`src/rtl/booth_div_pkg.sv`:
```
// ---------------------------------------------------------------------------
// booth_div_pkg
// Shared definitions for the sequential signed divider:
//   - controller state encoding (IDLE / CALC / FIX / DONE)
//   - width of the iteration counter, derived from the operand width
//   - quotient pattern forced when the divisor is zero (all ones = -1)
// ---------------------------------------------------------------------------
package booth_div_pkg;

  localparam logic [1:0] ST_IDLE_ENC = 2'd0;
  localparam logic [1:0] ST_CALC_ENC = 2'd1;
  localparam logic [1:0] ST_FIX_ENC  = 2'd2;
  localparam logic [1:0] ST_DONE_ENC = 2'd3;

  typedef enum logic [1:0] {
    ST_IDLE = ST_IDLE_ENC,
    ST_CALC = ST_CALC_ENC,
    ST_FIX  = ST_FIX_ENC,
    ST_DONE = ST_DONE_ENC
  } state_e;

  // Wide enough for any supported WIDTH; users take the low WIDTH bits.
  localparam logic [63:0] DIV0_QUOTIENT = '1;

  // The counter must be able to hold the value WIDTH itself.
  function automatic int cnt_width(input int width);
    return $clog2(width + 1);
  endfunction

endpackage

```
`src/rtl/booth_div_core.sv`:
```
// ---------------------------------------------------------------------------
// booth_div_core
// Unsigned non-restoring division step datapath. Holds the signed partial
// remainder (WIDTH+1 bits), the dividend/quotient shift register and the
// step counter. One step is taken per clock while step_i is high.
//
// Ports
//   clk            in   clock, rising edge
//   rst_n          in   asynchronous reset, active-low
//   load_i         in   load operands and restart the iteration
//   step_i         in   perform one non-restoring step
//   dividend_mag_i in   |dividend| (WIDTH bits, |MIN| fits unsigned)
//   divisor_mag_i  in   |divisor| (WIDTH+1 bits)
//   part_rem_o     out  current partial remainder (signed, WIDTH+1 bits)
//   quo_o          out  quotient magnitude shift register
//   dvs_o          out  latched divisor magnitude
//   last_step_o    out  the step taken on the next edge is the final one
// ---------------------------------------------------------------------------
module booth_div_core #(
  parameter int WIDTH = 4,
  parameter int CNT_W = 3
) (
  input  logic             clk,
  input  logic             rst_n,
  input  logic             load_i,
  input  logic             step_i,
  input  logic [WIDTH-1:0] dividend_mag_i,
  input  logic [WIDTH:0]   divisor_mag_i,
  output logic [WIDTH:0]   part_rem_o,
  output logic [WIDTH-1:0] quo_o,
  output logic [WIDTH:0]   dvs_o,
  output logic             last_step_o
);

  logic [WIDTH:0]   prem_q, prem_d;
  logic [WIDTH-1:0] quo_q, quo_d;
  logic [WIDTH:0]   dvs_q, dvs_d;
  logic [CNT_W-1:0] cnt_q, cnt_d;
  logic [WIDTH:0]   shifted;
  logic [WIDTH:0]   trial;

  always_comb begin
    prem_d = prem_q;
    quo_d  = quo_q;
    dvs_d  = dvs_q;
    cnt_d  = cnt_q;
    // The partial remainder stays within [-|d|, |d|), so doubling it and
    // appending a bit still fits in WIDTH+1 signed bits; the dropped MSB is
    // always a copy of the new sign.
    shifted = {prem_q[WIDTH-1:0], quo_q[WIDTH-1]};
    trial   = prem_q[WIDTH] ? (shifted + dvs_q) : (shifted - dvs_q);
    if (load_i) begin
      prem_d = '0;
      quo_d  = dividend_mag_i;
      dvs_d  = divisor_mag_i;
      cnt_d  = CNT_W'(WIDTH);
    end else if (step_i) begin
      prem_d = trial;
      quo_d  = {quo_q[WIDTH-2:0], ~trial[WIDTH]};
      cnt_d  = cnt_q - CNT_W'(1);
    end
  end

  always_ff @(posedge clk or negedge rst_n) begin
    if (!rst_n) begin
      prem_q <= '0;
      quo_q  <= '0;
      dvs_q  <= '0;
      cnt_q  <= '0;
    end else begin
      prem_q <= prem_d;
      quo_q  <= quo_d;
      dvs_q  <= dvs_d;
      cnt_q  <= cnt_d;
    end
  end

  assign part_rem_o  = prem_q;
  assign quo_o       = quo_q;
  assign dvs_o       = dvs_q;
  assign last_step_o = (cnt_q == CNT_W'(1));

endmodule

```
`src/rtl/booth_seq_divider.sv`:
```
// ---------------------------------------------------------------------------
// booth_seq_divider
// Sequential signed divider with start/done handshake. Operands are reduced
// to magnitudes, divided by booth_div_core in WIDTH non-restoring steps, then
// sign-corrected in a FIX cycle. Results follow Verilog / and % (truncate
// toward zero, remainder takes the dividend's sign). done rises WIDTH+1
// cycles after the accepting edge for every operand pair.
//
// Ports
//   clk, rst_n     clock (rising edge) / asynchronous active-low reset
//   start          request, accepted in IDLE or DONE
//   dividend       signed dividend, sampled on the accepting edge
//   divisor        signed divisor, sampled on the accepting edge
//   quotient       signed quotient, valid while done=1
//   remainder      signed remainder, valid while done=1
//   busy           operation in progress
//   done           result valid, held until the next accepted start
//   div_by_zero    divisor was zero (quotient forced to -1, remainder=dividend)
//   overflow       only with BOOTH_DIV_OVF_EN defined: MIN / -1 was computed
// ---------------------------------------------------------------------------
module booth_seq_divider
  import booth_div_pkg::*;
#(
  parameter int WIDTH = 4
) (
  input  logic             clk,
  input  logic             rst_n,
  input  logic             start,
  input  logic [WIDTH-1:0] dividend,
  input  logic [WIDTH-1:0] divisor,
  output logic [WIDTH-1:0] quotient,
  output logic [WIDTH-1:0] remainder,
  output logic             busy,
  output logic             done,
`ifdef BOOTH_DIV_OVF_EN
  output logic             overflow,
`endif
  output logic             div_by_zero
);

  localparam int CNT_W = cnt_width(WIDTH);
  localparam logic [WIDTH-1:0] MIN_VAL = {1'b1, {(WIDTH-1){1'b0}}};

  state_e state_q, state_d;

  logic [WIDTH-1:0] quotient_q, quotient_d;
  logic [WIDTH-1:0] remainder_q, remainder_d;
  logic             busy_q, busy_d;
  logic             done_q, done_d;
  logic             div_by_zero_q, div_by_zero_d;
  logic             dvd_neg_q, dvd_neg_d;
  logic             dvs_neg_q, dvs_neg_d;
  logic             div0_q, div0_d;
`ifdef BOOTH_DIV_OVF_EN
  logic             ovf_cand_q, ovf_cand_d;
  logic             overflow_q, overflow_d;
`endif

  logic             load;
  logic             step;
  logic [WIDTH:0]   dvd_ext, dvs_ext;
  logic [WIDTH:0]   dvd_mag, dvs_mag;
  logic [WIDTH:0]   core_rem;
  logic [WIDTH-1:0] core_quo;
  logic [WIDTH:0]   core_dvs;
  logic             core_last;
  logic [WIDTH:0]   rem_fixed;
  logic [WIDTH:0]   rem_signed;
  logic [WIDTH-1:0] quo_signed;
  logic             unused_bits;

  // Magnitudes are formed on WIDTH+1 bits so |MIN| is representable.
  assign dvd_ext = {dividend[WIDTH-1], dividend};
  assign dvs_ext = {divisor[WIDTH-1], divisor};
  assign dvd_mag = dividend[WIDTH-1] ? -dvd_ext : dvd_ext;
  assign dvs_mag = divisor[WIDTH-1]  ? -dvs_ext : dvs_ext;

  booth_div_core #(
    .WIDTH (WIDTH),
    .CNT_W (CNT_W)
  ) u_core (
    .clk            (clk),
    .rst_n          (rst_n),
    .load_i         (load),
    .step_i         (step),
    .dividend_mag_i (dvd_mag[WIDTH-1:0]),
    .divisor_mag_i  (dvs_mag),
    .part_rem_o     (core_rem),
    .quo_o          (core_quo),
    .dvs_o          (core_dvs),
    .last_step_o    (core_last)
  );

  // The top bits are provably redundant: |dividend| <= 2^(WIDTH-1) and the
  // corrected remainder magnitude is below the divisor magnitude.
  assign unused_bits = ^{dvd_mag[WIDTH], rem_signed[WIDTH]};

  always_comb begin
    state_d       = state_q;
    quotient_d    = quotient_q;
    remainder_d   = remainder_q;
    busy_d        = busy_q;
    done_d        = done_q;
    div_by_zero_d = div_by_zero_q;
    dvd_neg_d     = dvd_neg_q;
    dvs_neg_d     = dvs_neg_q;
    div0_d        = div0_q;
`ifdef BOOTH_DIV_OVF_EN
    ovf_cand_d    = ovf_cand_q;
    overflow_d    = overflow_q;
`endif
    load = 1'b0;
    step = 1'b0;

    // Restore step for a negative final partial remainder, then sign fix-up.
    rem_fixed  = core_rem[WIDTH] ? (core_rem + core_dvs) : core_rem;
    rem_signed = dvd_neg_q ? -rem_fixed : rem_fixed;
    quo_signed = (dvd_neg_q ^ dvs_neg_q) ? -core_quo : core_quo;

    case (state_q)
      ST_IDLE, ST_DONE: begin
        if (start) begin
          load      = 1'b1;
          busy_d    = 1'b1;
          done_d    = 1'b0;
          dvd_neg_d = dividend[WIDTH-1];
          dvs_neg_d = divisor[WIDTH-1];
          div0_d    = (divisor == '0);
`ifdef BOOTH_DIV_OVF_EN
          ovf_cand_d = (dividend == MIN_VAL) && (divisor == '1);
          overflow_d = 1'b0;
`endif
          state_d   = ST_CALC;
        end
      end
      ST_CALC: begin
        step = 1'b1;
        if (core_last) begin
          state_d = ST_FIX;
        end
      end
      ST_FIX: begin
        // With a zero divisor the iteration only subtracts 0, so the partial
        // remainder ends as |dividend| and the normal sign fix reproduces the
        // dividend; only the quotient needs forcing.
        quotient_d    = div0_q ? DIV0_QUOTIENT[WIDTH-1:0] : quo_signed;
        remainder_d   = rem_signed[WIDTH-1:0];
        div_by_zero_d = div0_q;
`ifdef BOOTH_DIV_OVF_EN
        overflow_d    = ovf_cand_q;
`endif
        busy_d        = 1'b0;
        done_d        = 1'b1;
        state_d       = ST_DONE;
      end
      default: begin
        state_d = ST_IDLE;
      end
    endcase
  end

  always_ff @(posedge clk or negedge rst_n) begin
    if (!rst_n) begin
      state_q       <= ST_IDLE;
      quotient_q    <= '0;
      remainder_q   <= '0;
      busy_q        <= 1'b0;
      done_q        <= 1'b0;
      div_by_zero_q <= 1'b0;
      dvd_neg_q     <= 1'b0;
      dvs_neg_q     <= 1'b0;
      div0_q        <= 1'b0;
`ifdef BOOTH_DIV_OVF_EN
      ovf_cand_q    <= 1'b0;
      overflow_q    <= 1'b0;
`endif
    end else begin
      state_q       <= state_d;
      quotient_q    <= quotient_d;
      remainder_q   <= remainder_d;
      busy_q        <= busy_d;
      done_q        <= done_d;
      div_by_zero_q <= div_by_zero_d;
      dvd_neg_q     <= dvd_neg_d;
      dvs_neg_q     <= dvs_neg_d;
      div0_q        <= div0_d;
`ifdef BOOTH_DIV_OVF_EN
      ovf_cand_q    <= ovf_cand_d;
      overflow_q    <= overflow_d;
`endif
    end
  end

  assign quotient    = quotient_q;
  assign remainder   = remainder_q;
  assign busy        = busy_q;
  assign done        = done_q;
  assign div_by_zero = div_by_zero_q;
`ifdef BOOTH_DIV_OVF_EN
  assign overflow    = overflow_q;
`endif

endmodule
```
`config.mk`:
```
export PLATFORM = sky130hd
export DESIGN_NAME = booth_seq_divider
export DESIGN_NICKNAME = d
export VERILOG_FILES = /design/src/rtl/booth_div_pkg.sv /design/src/rtl/booth_div_core.sv /design/src/rtl/booth_seq_divider.sv
export SDC_FILE = /design/constraint.sdc
export NUM_CORES = 1
export LEC_CHECK = 0
export CAP_MARGIN = 20
export CORE_UTILIZATION = 57
export DETAILED_ROUTE_END_ITERATION = 8
export DONT_BUFFER_PORTS = 1
export GPL_ROUTABILITY_DRIVEN = 0
export PLACE_DENSITY = 0.81
export REMOVE_ABC_BUFFERS = 1
export SLEW_MARGIN = 10
export SYNTH_ARGS = -nofsm -noshare
export SYNTH_HDL_FRONTEND = slang
export SYNTH_SLANG_ARGS = --single-unit
export TNS_END_PERCENT = 5
```
`constraint.sdc`:
```
create_clock -name clk -period 2.1 [get_ports clk]
set_input_delay 0.105 -clock clk [delete_from_list [all_inputs] [get_ports clk]]
set_output_delay 0.105 -clock clk [all_outputs]
set_load 0.1 [all_outputs]
```
==> results of run 1 <==
kinds of logic (layout without fill, tap and decap cells):
group | after synthesis | after routing | synth area share, %
AOI/OAI and AO/OA | 41 | 41 | 12.5
xor gates and xnor gates | 17 | 17 | 7.47
adders and majority gates | 19 | 19 | 12.7
buffers and inverters | 29 | 64 | 5.52
DFF | 33 | 33 | 41.4
muxes | 14 | 14 | 7.34
and+or+nand+nor | 58 | 58 | 13.1
placed cells by master, fill, tap and decap left out, types with 2 or more instances in the layout:
| cell type | netlist | routed |
|---|---|---|
| xor2_1 | 4 | 4 |
| dlygate4sd3_1 | 0 | 11 |
| inv_2 | 0 | 3 |
| o21ai_0 | 12 | 11 |
| nand2_1 | 16 | 16 |
| a21o_1 | 4 | 4 |
| a21oi_1 | 15 | 14 |
| dfrtp_1 | 33 | 33 |
| nor2_1 | 26 | 26 |
| and2_1 | 2 | 2 |
| ha_1 | 17 | 15 |
| nor2b_1 | 3 | 2 |
| a211oi_1 | 2 | 2 |
| mux2_4 | 0 | 4 |
| nor3_1 | 4 | 4 |
| mux2i_1 | 9 | 9 |
| buf_4 | 0 | 22 |
| inv_1 | 21 | 18 |
| xnor2_1 | 13 | 12 |
| clkbuf_4 | 0 | 5 |
per-layer routing:
metal / up-vias / share of wire, %
met5: - / 0
met4: 0 / 1.7
met3: 9 / 3.1
met2: 35 / 51
met1: 770 / 44
li1: 779 / -
registers in the layout, summed over array words and instances, names as in the netlist:
signal,count
u_core.cnt_q,3
busy,1
dvs_neg_q,1
state_q,2
div0_q,1
u_core.part_rem_o,5
u_core.quo_o,4
u_core.dvs_o,5
remainder,4
quotient,4
done,1
div_by_zero,1
dvd_neg_q,1
path summary, 6_finish.rpt:
check / start / end / depth (start not counted)
min: start / busy$_DFFE_PN0P_ / 3
max: u_core.dvs_o[0]$_DFFE_PN0P_ / u_core.part_rem_o[4]$_DFFE_PN0P_ / 10
max reg2reg: u_core.dvs_o[0]$_DFFE_PN0P_ / u_core.part_rem_o[4]$_DFFE_PN0P_ / 10
min reg2reg: u_core.dvs_o[4]$_DFFE_PN0P_ / u_core.dvs_o[4]$_DFFE_PN0P_ / 1
min in group asynchronous: rst_n / quotient[0]$_DFFE_PN0P_ / 2
max in group asynchronous: rst_n / u_core.dvs_o[4]$_DFFE_PN0P_ / 2
worst register-to-register path, delay by kind of cell, from the launching register on:
kind	cells	cell delay, ns
buffers and inverters	2	0.15
AO/OA/AOI/OAI	3	0.58
flip-flops	1	0.40
XOR/XNOR	2	0.30
adder cells (fa/ha/maj)	2	0.49
AND/OR/NAND/NOR	1	0.12
through the flow:
stage | cells | TNS (ns) | hold slack (ns) | util [%]
6_report | 292 | -0.168 | 0.0246 | 73.9
5_1_grt | 292 | -0.695 | 0.0393 | 73.9
4_1_cts | 291 | -0.0112 | 0.000629 | 73.5
3_5_place_dp | 270 | -0.230 | -0.190 | 65.2
3_3_place_gp | 270 | -0.0101 | -0.190 | 65.2
2_1_floorplan | 203 | -0.0611 | -0.191 | -
layout make-up:
cell class / instances / area (um^2) / area share, %
clock buffer: 7 / 55.1 / 2.23
clock inverter: 1 / 30.0 / 1.22
inverter: 21 / 78.8 / 3.20
multi-input combinational: 149 / 1110 / 45.1
sequential: 33 / 826 / 33.5
tap: 46 / 57.6 / 2.34
timing repair buffer: 35 / 307 / 12.4
timing repair:
item                                   in CTS  in global routing
pin swaps                                  11                  1
cloned                                      0                  0
setup endpoints to repair                   5                  6
hold buffers                               11                  1
resized for setup                          15                  1
endpoints found under the hold margin      45                  1
setup buffers                               2                  0
==> impl_metrics.ini, run 1 <==
[clock_tree]
h-tree-depth = 2
clk_latency_ns = 0.34
cts-root-buf = clkbuf_4
path_clk_slew_ns = 0.10
cts_num_sinks = 33
tritoncts.num_buffers = 5
cts_buffer_depth = 2
cts_tree = yes

[finish]
antenna_cells = 0
fill_cells = 218
drive_above_1_share_pct = 19.5
finalNetCount = 275
synthToLayoutAreaGrowth_pct = 23.7
final_cell_area_um2 = 2460

[global_routing]
grt_pass1_wl_um = 6540
busiest_layer = met2
grt.met1_usage_pct = 29.5
use_met3_pct = 5.67
grt_pass1_vias = 1469
grt.overflow.total = 0
grt_max_degree = 34
grt_antenna_before_repair = 0
grt.met2_usage_pct = 42.9
grt_usage_pct = 24.5

[route]
drc = 0
wl_um = 4230
vias_per_cell = 5.46
num_vias = 1593
drtPass1Iterations = 4
antenna_left = 0
routedWlPerCell_um = 14.5
drt_iter0_drc = 38

[worst_setup_path]
cp-end-kind = flip-flop
cp.required_ns = 2.32
path_delay_family = compound AO/OA/AOI/OAI gates
crit_top_cell = ha_1
path_max_fanout = 3
cp.buffers_inverters = 2
crit_arrival_ns = 2.37
r2r_setup_slack_ns = -0.04
cp_slowest_cell = dfrtp_1
cpPeakStageDelay_ns = 0.40
critPathLaunchType = flip-flop
path_cells = buf_6 > inv_2 > ha_1 > nor2_1 > xor2_1 > ha_1 > a21o_1 > a21oi_2 > xnor2_2 > a31o_2
worstSetupPathType = reg -> reg

[floorplan]
ios = 22
start_util_pct = 59.7
num_rows = 21
fp.dieW_um = 61.1
die_h_um = 61.1
die_area_um2 = 3740
core_area_um2 = 3340

[run_status]
status = finished, violations left
violations = negative setup slack

[yosys]
yosys.cell_count.top_type = dfrtp_1
syn_inst = 211
synth_top_cell_area_share_pct = 41.4
synthTopCellsByCount = dfrtp_1, nor2_1, inv_1, ha_1, nand2_1
yosysTopAreaCell = dfrtp_1
synthArstFlopShare_pct = 100
avgSynthCellArea_um2 = 9.45
synth_area_um2 = 1990
ys_seq_area_share_pct = 41.4
ys_seq_elements = 33
yosys_warnings = 0
synth_area_leaders = dfrtp_1, ha_1, xnor2_1
synth-edff-count = 0
synth.distinct_cells = 35
synth-main-ff-cell = dfrtp_1

[placed_design]
io_buffers = 0
dp_hpwl_um = 2790
pre_cts_slack_ns = -0.132
dpl-instance-area_um2 = 2180

[timing]
slew_headroom_pct = 66.8
slew_viol_final = 0
fmax_ghz = 0.466
setup_slack_ns = -0.0442
hold_violations = 0
rsz0062_at_grt = yes
period_needed_ns = 2.14
timing.final.crit_share_pct = 102
setup_viol = 6
clock_skew_ns = 0.0142
worstMarginPinSlew_ns = 0.497

[worst_hold_path]
hold_class = in -> reg

[run]
cap_violations = 0
Power of run 1 is not shown: default switching activity piles up to over one toggle a cycle in this logic, so the estimate is an artifact.
==> run 2: changes to the inputs <==
Settings changed: PLACE_DENSITY 0.81 to 0.75.
==> impl_metrics.ini, run 2 (synthesis results as in run 1) <==
[route]
wl_um = 4140
routedWlPerCell_um = 14.2
drtPass1Iterations = 4
vias_per_cell = 5.32
drc = 0
antenna_left = 0
drt_iter0_drc = 55
num_vias = 1547

[global_routing]
grt.overflow.total = 0
grt_antenna_before_repair = 0
grt_usage_pct = 25.4
grt_pass1_vias = 1534
grt_max_degree = 34
grt_pass1_wl_um = 6730

[placed_design]
dp_hpwl_um = 2920
pre_cts_slack_ns = -0.0802
io_buffers = 0

[finish]
mostFrequentLayoutCell = dfrtp_1
finalNetCount = 274
antenna_cells = 0
drive_above_1_share_pct = 19.6
synthToLayoutAreaGrowth_pct = 24.4
final_core_util_pct = 74.3
final_cell_mix = dfrtp_1, nor2_1, buf_4

[timing]
slew_viol_final = 0
setup_slack_ns = 0.0117
fmax_ghz = 0.479
hold_violations = 0
slew_headroom_pct = 67.7
setup_viol = 0
clock_skew_ns = 0.00998
period_needed_ns = 2.09
tns_ns = 0
worstMarginPinSlew_ns = 0.483
timing.final.crit_share_pct = 99.4
rsz0062_at_grt = yes

[worst_setup_path]
worstSetupPathType = reg -> reg
path_max_fanout = 3
cp.required_ns = 2.34
cp-end-kind = flip-flop
critPathLaunchType = flip-flop
crit_arrival_ns = 2.32

[clock_tree]
cts_tree = yes
tritoncts.num_buffers = 5
cts_buffer_depth = 2
clk_latency_ns = 0.34
path_clk_slew_ns = 0.11
cts-root-buf = clkbuf_4
cts_num_sinks = 33
h-tree-depth = 2

[run_status]
status = finished, final reports clean

[floorplan]
die_h_um = 61.1
fp.dieW_um = 61.1
die_area_um2 = 3740
core_area_um2 = 3340
num_rows = 21
ios = 22
start_util_pct = 59.7

[worst_hold_path]
hold_class = in -> reg

[run]
cap_violations = 0
## run 2: cell types whose count changed in the layout (fill, tap and decap cells not counted), sizes merged
cell / delta
clkinv: +1
clkbuf: -2
bufinv: +1
dlygate4sd3: +1
buf: -2
## run 2: layout make-up
class / instances / area, um^2
clock inverters: 3 / 65.1
repair buffers: 34 / 298
fillers: 250 / 858
flip-flops and latches: 33 / 826
clock buffers: 5 / 37.5
inverters: 21 / 81.3
multi-input cells: 149 / 1110
well taps: 46 / 57.6
## run 2: critical path: stages (launching register included)
cell and delay [ns]:
dfrtp_1 0.39, inv_1 0.07, ha_1 0.28, mux2_4 0.30, inv_4 0.06, fa_2 0.19, inv_1 0.04, a21o_1 0.16
a21oi_2 0.19, xnor2_2 0.10, a31o_2 0.21
## run 2: stage by stage
| stage | cells | cell area [um^2] | hold WS, ns |
|---|---|---|---|
| 6_report | 291 | 2480 | 0.0158 |
| 5_1_grt | 291 | 2480 | 0.0211 |
| 4_1_cts | 291 | 2460 | 0.0155 |
| 3_5_place_dp | 269 | 2170 | -0.190 |
| 3_3_place_gp | 269 | 2170 | -0.190 |
| 2_1_floorplan | 203 | 1960 | -0.191 |
## run 2: timing repair
action                                  CTS  global route
hold endpoints to repair                 46             0
pin swaps                                 6             7
endpoints found under the setup margin    4             6
gates resized for setup                  11             6
hold buffers                             13             0
setup buffers                             1             0
## run 2: worst paths after layout
path | start | endpoint | slack [ns] | depth (start not counted)
min in group asynchronous | rst_n | remainder[3]$_DFFE_PN0P_ | 0.20 | 2
hold reg to reg | u_core.dvs_o[4]$_DFFE_PN0P_ | u_core.dvs_o[4]$_DFFE_PN0P_ | 0.51 | 1
setup / recovery | u_core.dvs_o[0]$_DFFE_PN0P_ | u_core.part_rem_o[4]$_DFFE_PN0P_ | 0.01 | 10
max in group asynchronous | rst_n | u_core.quo_o[2]$_DFFE_PN0P_ | 1.71 | 2
setup reg to reg | u_core.dvs_o[0]$_DFFE_PN0P_ | u_core.part_rem_o[4]$_DFFE_PN0P_ | 0.01 | 10
hold / removal | start | state_q[1]$_DFFE_PN0P_ | 0.02 | 3
## run 2: layer usage
metal  track usage (%)  vias to the layer above  part of all wire [%]
met4              14.0                        0                   1.5
met5                 0                        -                     0
met1              30.6                      740                    42
li1                  -                      767                     -
met3              6.30                        6                   3.6
met2              41.6                       34                    53
Power of run 2 is left out for the same reason.
==> run 3: changes to the inputs <==
Settings changed: ABC_AREA from default to 1.
==> impl_metrics.ini, run 3 <==
[run_status]
status = finished, violations left
violations = negative hold slack

[worst_setup_path]
cp_slowest_cell = dfrtp_1
cpPeakStageDelay_ns = 0.39
cp.required_ns = 2.33
crit_arrival_ns = 2.23
path_delay_family = adder cells
r2r_start = u_core.dvs_o[0]$_DFFE_PN0P_
r2r_setup_slack_ns = 0.10
critPathLaunchType = flip-flop
worstSetupPathType = reg -> reg
rr_endpoint = u_core.quo_o[0]$_DFFE_PN0P_
cp.buffers_inverters = 4
path_max_fanout = 2
path_cells = inv_2 > ha_4 > inv_1 > o21ai_2 > inv_1 > fa_2 > inv_2 > nand2_2 > nand2_2 > a21oi_2 > nand3_1 > nand3_2 > nor2_2 > nor2_1
worstRegToRegCells = 14
cp-end-kind = flip-flop

[yosys]
syn_inst = 253
synth_area_leaders = dfrtp_1, ha_1, nand2_1
avgSynthCellArea_um2 = 7.97
synth_fa_ha_area_share_pct = 12.5
synthTopCellsByCount = nand2_1, inv_1, dfrtp_1
synth_compound_area_share_pct = 12.9
ys_seq_elements = 33
synth_top_cell_area_share_pct = 41.0
synth-main-ff-cell = dfrtp_1
synthMuxAreaShare_pct = 0
synth_xor_area_share_pct = 2.61
synth_area_um2 = 2020
synthArstFlopShare_pct = 100
yosys_warnings = 0
yosys.cell_count.top_type = nand2_1
synth_top_family_by_area = simple AND/OR/NAND/NOR gates
ys_seq_area_share_pct = 41.0
synth.distinct_cells = 30
synthSimpleGateAreaFrac_pct = 19.3
yosysTopAreaCell = dfrtp_1
synth-edff-count = 0

[floorplan]
fp.dieW_um = 61.5
die_area_um2 = 3780
die_h_um = 61.5
core_area_um2 = 3360
start_util_pct = 59.9
ios = 22
num_rows = 21

[finish]
final_cell_area_um2 = 2520
final_cell_mix = nand2_1, inv_1, dfrtp_1
finalNetCount = 320
fill_cells = 246
mostFrequentLayoutCell = nand2_1
final_core_util_pct = 75.1
antenna_cells = 0
drive_above_1_share_pct = 24.4
synthToLayoutAreaGrowth_pct = 25.3

[route]
num_vias = 1748
drt_iter0_drc = 113
vias_per_cell = 5.19
wl_um = 4440
drtPass1Iterations = 4
antenna_left = 0
routedWlPerCell_um = 13.2
drc = 0

[timing]
timing.final.crit_share_pct = 95.2
slew_viol_final = 0
fmax_ghz = 0.500
clock_skew_ns = 0.00983
worstMarginPinSlew_ns = 0.423
slew_headroom_pct = 71.8
period_needed_ns = 2.00
hold_violations = 1
fin_hold_ws_ns = -0.00755
setup_slack_ns = 0.101
setup_viol = 0

[worst_hold_path]
hold_path_depth = 3
min-delay-start = start
hold_class = in -> reg
hold_path_end = u_core.dvs_o[4]$_DFFE_PN0P_

[global_routing]
grt_antenna_before_repair = 0
grt.overflow.total = 0
grt_pass1_vias = 1533
grt_pass1_wl_um = 6710
grt_max_degree = 34
grt_usage_pct = 25.1

[placed_design]
pre_cts_slack_ns = -0.0601
io_buffers = 0
dpl-instance-area_um2 = 2170
dp_hpwl_um = 3010

[clock_tree]
cts-root-buf = clkbuf_4
tritoncts.num_buffers = 5
cts_buffer_depth = 2
cts_tree = yes
path_clk_slew_ns = 0.10
clk_latency_ns = 0.34
h-tree-depth = 2
cts_num_sinks = 33

[run]
cap_violations = 0
==> run 3: cell count changes in the layout (fill, tap and decap cells not counted), moves of 7 or more <==
cell,delta
a21oi_1,-7
inv_1,+17
inv_2,+14
mux2i_1,-9
nand2_1,+31
nand3_1,+13
nor2_1,-11
o21ai_0,-7
o21ai_1,+16
xnor2_1,-9
==> run 3: how the worst max path moves through the flow <==
stage	slack [ns]	startpoint	cells after the start	endpoint
after global placement	0.06	u_core.dvs_o[0]$_DFFE_PN0P_	14	u_core.quo_o[0]$_DFFE_PN0P_
after CTS	0.01	u_core.dvs_o[0]$_DFFE_PN0P_	14	u_core.quo_o[0]$_DFFE_PN0P_
after detailed placement	-0.06	u_core.dvs_o[0]$_DFFE_PN0P_	14	u_core.quo_o[0]$_DFFE_PN0P_
final	0.10	u_core.dvs_o[0]$_DFFE_PN0P_	14	u_core.quo_o[0]$_DFFE_PN0P_
after floorplan	0.08	u_core.dvs_o[1]$_DFFE_PN0P_	14	u_core.quo_o[0]$_DFFE_PN0P_
after global routing	-0.02	u_core.dvs_o[0]$_DFFE_PN0P_	15	u_core.quo_o[0]$_DFFE_PN0P_
==> run 3: through the flow <==
step / hold slack [ns] / cells / TNS [ns]
2_1_floorplan: -0.191 / 249 / 0
3_3_place_gp: -0.190 / 312 / 0
3_5_place_dp: -0.190 / 312 / -0.0601
4_1_cts: 0.0163 / 332 / 0
5_1_grt: 0.00712 / 337 / -0.0229
6_report: -0.00755 / 337 / 0
==> run 3: kinds of logic (layout without fill, tap and decap cells) <==
logic type | Yosys count | count (layout)
simple gates | 91 | 91
buf+inv | 58 | 96
compound gates | 46 | 46
flops | 33 | 33
fa+ha+maj | 19 | 19
xor+xnor | 6 | 6
==> run 3: routing by layer <==
layer	part of all wire (%)	track usage, %	vias to the layer above
li1	-	-	884
met1	44	32.0	804
met2	50	41.6	50
met3	5.2	6.09	10
met4	1.5	8.89	0
met5	0	0	-
==> run 3: worst register-to-register path: cells and delay by family, from the launching register on <==
family,cells,cell delay [ns]
flip-flops,1,0.39
AND/OR/NAND/NOR,6,0.45
adder cells (fa/ha/maj),2,0.60
buffers and inverters,4,0.25
AO/OA/AOI/OAI,2,0.21
==> run 3: cell type report <==
type | count | area [um^2] | share of cell area, %
clock buffers | 7 | 55.1 | 2.18
clock inverters | 1 | 30.0 | 1.19
inverters | 54 | 213 | 8.42
multi-input cells | 162 | 1050 | 41.4
flip-flops and latches | 33 | 827 | 32.8
well taps | 46 | 57.6 | 2.28
repair buffers | 34 | 297 | 11.7
==> run 3: what timing repair did <==
action	CTS	global route
hold endpoints to repair	42	0
buffers inserted	1	6
pin swaps	0	15
setup endpoints to repair	2	5
hold buffers	11	0
gates resized for setup	2	29
Power of run 3 is left out for the same reason.
